===== src/rtl/eject_buffer_pkg.sv =====
// Shared flit layout, local coordinate defaults and direction codes for the eject buffer.
package eject_buffer_pkg;

  localparam int unsigned FLIT_W  = 11;
  localparam int unsigned GS_HI   = 10;
  localparam int unsigned GS_LO   = 9;
  localparam int unsigned DIR_HI  = 8;
  localparam int unsigned DIR_LO  = 6;
  localparam int unsigned ADDR_HI = 5;
  localparam int unsigned ADDR_LO = 0;
  localparam int unsigned ROW_HI  = 5;
  localparam int unsigned ROW_LO  = 3;
  localparam int unsigned COL_HI  = 2;
  localparam int unsigned COL_LO  = 0;

  localparam logic [2:0] LOCAL_ROW_DEF = 3'b100;
  localparam logic [2:0] LOCAL_COL_DEF = 3'b100;

  typedef enum logic [2:0] {
    DIR_EAST  = 3'b000,
    DIR_WEST  = 3'b001,
    DIR_NORTH = 3'b010,
    DIR_SOUTH = 3'b011,
    DIR_LOCAL = 3'b100
  } dir_e;

  typedef struct packed {
    logic [1:0] gs;
    dir_e       dir;
    logic [2:0] row;
    logic [2:0] col;
  } flit_t;

  // True when a 6-bit address names the given node.
  function automatic logic addr_match(input logic [5:0] addr,
                                      input logic [2:0] row,
                                      input logic [2:0] col);
    return (addr[ROW_HI:ROW_LO] == row) && (addr[COL_HI:COL_LO] == col);
  endfunction

endpackage


===== src/rtl/eject_buffer_if.sv =====
// Ejector-to-buffer and buffer-to-PE handshake bundle.
interface eject_buffer_if #(
  parameter int unsigned FLIT_W = eject_buffer_pkg::FLIT_W
) ();

  logic              ej_valid;
  logic [FLIT_W-1:0] ej_flit;
  logic              ej_full;
  logic              pe_valid;
  logic [FLIT_W-1:0] pe_flit;
  logic              pe_ready;

  // Buffer side.
  modport slave (
    input  ej_valid, ej_flit, pe_ready,
    output ej_full, pe_valid, pe_flit
  );

  // Ejector/PE side.
  modport master (
    output ej_valid, ej_flit, pe_ready,
    input  ej_full, pe_valid, pe_flit
  );

endinterface


===== src/rtl/eject_buffer_flit_fifo.sv =====
// First-word fall-through flit FIFO; head reads as zero while empty.
module flit_fifo #(
  parameter int unsigned DEPTH  = 4,
  parameter int unsigned FLIT_W = 11
) (
  input  logic                     clk,
  input  logic                     rst_n,
  input  logic                     push,
  input  logic                     pop,
  input  logic [FLIT_W-1:0]        wdata,
  output logic [FLIT_W-1:0]        rdata,
  output logic [$clog2(DEPTH):0]   count,
  output logic                     full,
  output logic                     valid
);

  localparam int unsigned AW = $clog2(DEPTH);
  localparam int unsigned CW = AW + 1;

  logic [FLIT_W-1:0] mem [DEPTH];
  logic [AW-1:0]     wr_ptr;
  logic [AW-1:0]     rd_ptr;
  logic              push_ok;
  logic              pop_ok;

  assign full    = (count == CW'(DEPTH));
  assign valid   = (count != '0);
  assign push_ok = push & ~full;
  assign pop_ok  = pop & valid;
  assign rdata   = valid ? mem[rd_ptr] : '0;

  // Pointers wrap naturally since DEPTH is a power of two.
  always_ff @(posedge clk) begin
    if (!rst_n) begin
      wr_ptr <= '0;
      rd_ptr <= '0;
      count  <= '0;
    end else begin
      if (push_ok) wr_ptr <= wr_ptr + AW'(1);
      if (pop_ok)  rd_ptr <= rd_ptr + AW'(1);
      case ({push_ok, pop_ok})
        2'b10:   count <= count + CW'(1);
        2'b01:   count <= count - CW'(1);
        default: count <= count;
      endcase
    end
  end

  always_ff @(posedge clk) begin
    if (rst_n && push_ok) mem[wr_ptr] <= wdata;
  end

endmodule


===== src/rtl/eject_buffer.sv =====
// Local-node eject buffer: address check, sticky error flags and accept counter around a flit FIFO.
module eject_buffer import eject_buffer_pkg::*; #(
  parameter int unsigned DEPTH     = 4,
  parameter int unsigned FLIT_W    = eject_buffer_pkg::FLIT_W,
  parameter logic [2:0]  LOCAL_ROW = LOCAL_ROW_DEF,
  parameter logic [2:0]  LOCAL_COL = LOCAL_COL_DEF
) (
  input  logic                   clk,
  input  logic                   rst_n,
  eject_buffer_if.slave          ej,
  output logic [$clog2(DEPTH):0] occupancy,
  output logic [15:0]            ej_count,
  output logic                   overflow,
  output logic                   misroute
);

  logic              local_hit;
  logic              fifo_full;
  logic              fifo_valid;
  logic              push;
  logic              pop;
  logic [FLIT_W-1:0] head;

  assign local_hit = addr_match(ej.ej_flit[ADDR_HI:ADDR_LO], LOCAL_ROW, LOCAL_COL);
  // Full is judged on registered state, so a same-cycle pop never frees a slot for a push.
  assign push      = ej.ej_valid & local_hit & ~fifo_full;
  assign pop       = fifo_valid & ej.pe_ready;

  flit_fifo #(
    .DEPTH  (DEPTH),
    .FLIT_W (FLIT_W)
  ) u_fifo (
    .clk   (clk),
    .rst_n (rst_n),
    .push  (push),
    .pop   (pop),
    .wdata (ej.ej_flit),
    .rdata (head),
    .count (occupancy),
    .full  (fifo_full),
    .valid (fifo_valid)
  );

  assign ej.ej_full  = fifo_full;
  assign ej.pe_valid = fifo_valid;
  assign ej.pe_flit  = head;

  // Misroute wins over overflow when a non-local flit arrives while full.
  always_ff @(posedge clk) begin
    if (!rst_n) begin
      ej_count <= '0;
      overflow <= 1'b0;
      misroute <= 1'b0;
    end else begin
      if (push && (ej_count != 16'hFFFF)) ej_count <= ej_count + 16'd1;
      if (ej.ej_valid && !local_hit) misroute <= 1'b1;
      if (ej.ej_valid && local_hit && fifo_full) overflow <= 1'b1;
    end
  end

endmodule


===== src/flat_wrapper.sv =====
// flat-port wrapper written by rule: the top's interface ports become plain ports
module eject_buffer_flat import eject_buffer_pkg::*;
#(
  parameter int unsigned DEPTH     = 4,
  parameter int unsigned FLIT_W    = eject_buffer_pkg::FLIT_W,
  parameter logic [2:0]  LOCAL_ROW = LOCAL_ROW_DEF,
  parameter logic [2:0]  LOCAL_COL = LOCAL_COL_DEF
)
  (clk, rst_n, occupancy, ej_count, overflow, misroute, ej_ej_valid, ej_ej_flit, ej_pe_ready, ej_ej_full, ej_pe_valid, ej_pe_flit);
  eject_buffer_if #(.FLIT_W(FLIT_W)) ej_i ();
  input  logic clk;
  input  logic rst_n;
  output logic [$clog2(DEPTH):0] occupancy;
  output logic [15:0] ej_count;
  output logic overflow;
  output logic misroute;
  input wire logic [$bits(ej_i.ej_valid)-1:0] ej_ej_valid;
  input wire logic [$bits(ej_i.ej_flit)-1:0] ej_ej_flit;
  input wire logic [$bits(ej_i.pe_ready)-1:0] ej_pe_ready;
  output wire logic [$bits(ej_i.ej_full)-1:0] ej_ej_full;
  output wire logic [$bits(ej_i.pe_valid)-1:0] ej_pe_valid;
  output wire logic [$bits(ej_i.pe_flit)-1:0] ej_pe_flit;
  assign ej_i.ej_valid = ej_ej_valid;
  assign ej_i.ej_flit = ej_ej_flit;
  assign ej_i.pe_ready = ej_pe_ready;
  assign ej_ej_full = ej_i.ej_full;
  assign ej_pe_valid = ej_i.pe_valid;
  assign ej_pe_flit = ej_i.pe_flit;
  eject_buffer #(.DEPTH(DEPTH), .FLIT_W(FLIT_W), .LOCAL_ROW(LOCAL_ROW), .LOCAL_COL(LOCAL_COL)) u_core (.clk(clk), .rst_n(rst_n), .ej(ej_i), .occupancy(occupancy), .ej_count(ej_count), .overflow(overflow), .misroute(misroute));
endmodule

===== config.mk =====
export PLATFORM = sky130hd
export DESIGN_NAME = eject_buffer_flat
export DESIGN_NICKNAME = d
export VERILOG_FILES = /design/src/rtl/eject_buffer_pkg.sv /design/src/rtl/eject_buffer_if.sv /design/src/rtl/eject_buffer_flit_fifo.sv /design/src/rtl/eject_buffer.sv /design/src/flat_wrapper.sv
export SDC_FILE = /design/constraint.sdc
export NUM_CORES = 1
export LEC_CHECK = 0
export CORE_MARGIN = 5
export CORE_UTILIZATION = 48
export DETAILED_ROUTE_END_ITERATION = 16
export HOLD_SLACK_MARGIN = 0.06
export PLACE_DENSITY = 0.78
export REMOVE_ABC_BUFFERS = 1
export SLEW_MARGIN = 20
export SYNTH_ARGS = -nofsm -noshare
export SYNTH_HDL_FRONTEND = slang
export SYNTH_SLANG_ARGS = --single-unit

===== constraint.sdc =====
create_clock -name clk -period 3.14 [get_ports clk]
set_input_delay 0.785 -clock clk [delete_from_list [all_inputs] [get_ports clk]]
set_output_delay 0.785 -clock clk [all_outputs]
set_load 0.005 [all_outputs]

==> impl_metrics.yaml <==
outcome:
  status: "completed"
cts:
  clkTransAtPathRegs_ps: 70
  cts.sinks: 71
  tritoncts: "built"
  cts_buffers: 9
  cts.htree.levels: 3
  root_buffer: "clkbuf_8"
  postCtsSetupBuffers: 0
  clk_path_buf_depth: 2
  holdBufCountCts: 0
  clkLatencyLatePin_ps: 340
  cts_resized: 0
grt:
  grt-ovfl-total: 0
  grt_pass1_vias: 2149
  grt_max_degree: 30
  grt_pass1_wl_mm: 10.7
  grt_usage_pct: 16.5
  antenna_found_initial: 0
synth:
  yosys-top-cells-area: "edfxtp_1 43%, dfxtp_1 18%, mux4_2 8.1%"
  ys_seq_area_share_pct: 60.7
  synth-edff-count: 44
  async_flop_share_pct: 0
  synth_top_area_share_pct: 43.1
  syn_inst: 234
  synth_area_leader_cell: "edfxtp_1"
  synth_area_um2: 3070
  ys_ff_latch: 71
  yosys_warnings: 0
  yosysUniqueCellTypes: 36
  synth_ff_type: "edfxtp_1"
  syn_avg_cell_area_um2: 13.1
sta:
  max_slew_margin_pct: 51.5
  skew_ps: 7.82
  setup_viol: 0
  rsz0062_at_grt: "no"
  fmax_mhz: 346
  period_minus_slack_ps: 2890
  drv_slew: 0
  hold_ws_ps: 480
  finalSetupTns_ps: 0
  period_share_pct: 92.0
  hold_violations: 0
  tightest_slew_ps: 727
hold_path:
  whs_path_depth: 2
  holdPathEnd: "u_core.overflow"
  holdCritStartpoint: "u_core.overflow"
  hold_path_class: "register to register"
floorplanning:
  initial_core_util_pct: 48.8
  die_h_um: 89.9
  core_um2: 6280
  row_count: 29
  die_w_um: 89.9
  die-area_um2: 8080
  io_pins: 49
job:
  maxCapViolations: 0
placed_design:
  portBuffers: 48
  dp_hpwl_mm: 4.23
  gp_congestion: 0.789
worst_setup_path:
  end_kind: "register"
  reg2reg_slack_ps: 690
  path_class: "input pin to register"
  crit_fanout: 3
  rr_startpoint: "u_core.u_fifo.count[2]"
  required_ps: 3410
  cp-start-kind: "input pin"
  cp_data_arrival_time_ps: 3150
  rr_endpoint: "u_core.u_fifo.count[2]"
  reg2reg_depth: 9
drt:
  wire_per_inst_um: 16.8
  drt_iter0_drc: 160
  ant_nets: 0
  drtPass1Iterations: 4
  wirelength_mm: 6.33
  viasPerCell: 5.67
  post-route-drc-count: 0
  vias: 2138
cells_and_area:
  antenna_cells: 0
  syn2layout_area_growth_pct: 30.0
  final_nets: 317
  layout-drive-gt1-share_pct: 15.3
pwr:
  power_density_nw_per_um2: 467
  peakVddDrop_mv: 0.261
  p_leak_uw: 0.00129
[per-layer routing]
metal,track usage (%),vias up,routed length (µm)
met5,0,-,0
li1,-,1015,-
met1,20.7,1057,2700
met4,5.58,0,68
met2,27.0,59,3250
met3,5.01,7,317
[layout by cell type, fill, tap and decap left out, types with 2 or more instances in the layout]
cell type and count:
or4_1 10, nand2b_1 3, xor2_1 3, and4_1 3
nand3_1 5, nor4_1 2, or3_1 3, nor3_1 2
xnor2_1 2, buf_12 4, and3_1 6, clkbuf_8 9
o21ai_0 4, buf_4 10, mux2i_1 3, ha_1 6
nor2_1 10, inv_1 7, nand2_1 13, clkdlybuf4s50_1 48
nand4_1 7, edfxtp_1 44, and2_1 13, clkbuf_16 2
mux4_2 11, dfxtp_1 27, a21oi_1 17, o31ai_1 10
[critical path: stages]
cell	delay, ps
clkdlybuf4s50_1	430
or4b_4	590
nor4_4	280
inv_2	60
ha_1	230
inv_1	70
fa_1	180
xor2_1	80
or3_1	300
a21oi_1	140
[report_power, final]
part	switching, µW	total, µW	internal, µW
registers	1.21	990	989
clock network	348	814	466
logic	26.7	58.0	31.3
total	376	1860	1490
[registers in the layout (all words and copies together), names as in the netlist, named ones only]
signal and count:
u_core.u_fifo.rd_ptr 2, u_core.overflow 1, u_core.u_fifo.count 3, u_core.u_fifo.mem 44, u_core.u_fifo.wr_ptr 2, u_core.ej_count 16
u_core.misroute 1
[worst max-delay path by stage]
stage / start / to / slack [ps] / cells past startpoint
CTS: register / ej_pe_flit[2] / 270 / 4
finish: ej_ej_flit[4] / u_core.u_fifo.count[2] / 250 / 10
detailed placement: ej_ej_flit[4] / u_core.u_fifo.count[2] / -90 / 10
floorplan: ej_ej_flit[4] / u_core.u_fifo.count[2] / 160 / 9
global placement: ej_ej_flit[4] / u_core.u_fifo.count[2] / 7 / 10
global route: ej_ej_flit[4] / u_core.u_fifo.count[2] / 150 / 10
[synthesized netlist by cell type (all sizes together), types with 7 or more instances]
cell type,instances
edfxtp,44
dfxtp,27
or4,10
and2,14
nand2,13
mux4,11
o31ai,10
nand4,7
inv,8
a21oi,17
nor2,10
clkbuf,9
[cell families (layout without fill, tap and decap cells)]
family,count (synthesis),count (layout),synth area share (%)
adders and majority gates,7,7,3.10
muxes,14,14,9.06
and+or+nand+nor,84,84,16.5
DFF,71,71,60.7
AOI/OAI and AO/OA,33,33,6.45
buffers and inverters,20,86,2.69
xor gates and xnor gates,5,5,1.43
[final cells by class]
cell class                      instances  area, µm²
Tap cell                               77       96.3
Inverter                                8       30.0
Sequential cell                        71       1860
Timing Repair Buffer                   62        636
Clock buffer                           11        174
Clock inverter                          5       60.1
Fill cell                             479       2290
Multi-Input combinational cell        143       1130
[metrics by stage]
stage | std cells | cell area [µm²] | setup WS (ps) | total power [µW] | util, %
CTS | 377 | 3990 | 265 | 1880 | 63.5
global placement | 361 | 3750 | 6.51 | 1070 | 59.8
detailed placement | 361 | 3750 | -93.1 | 1070 | 59.8
finish | 377 | 3990 | 251 | 1860 | 63.5
global route | 377 | 3990 | 148 | 1930 | 63.5
floorplan | 222 | 3010 | 161 | 1030 | -
Power figures use the tool's default switching activity.
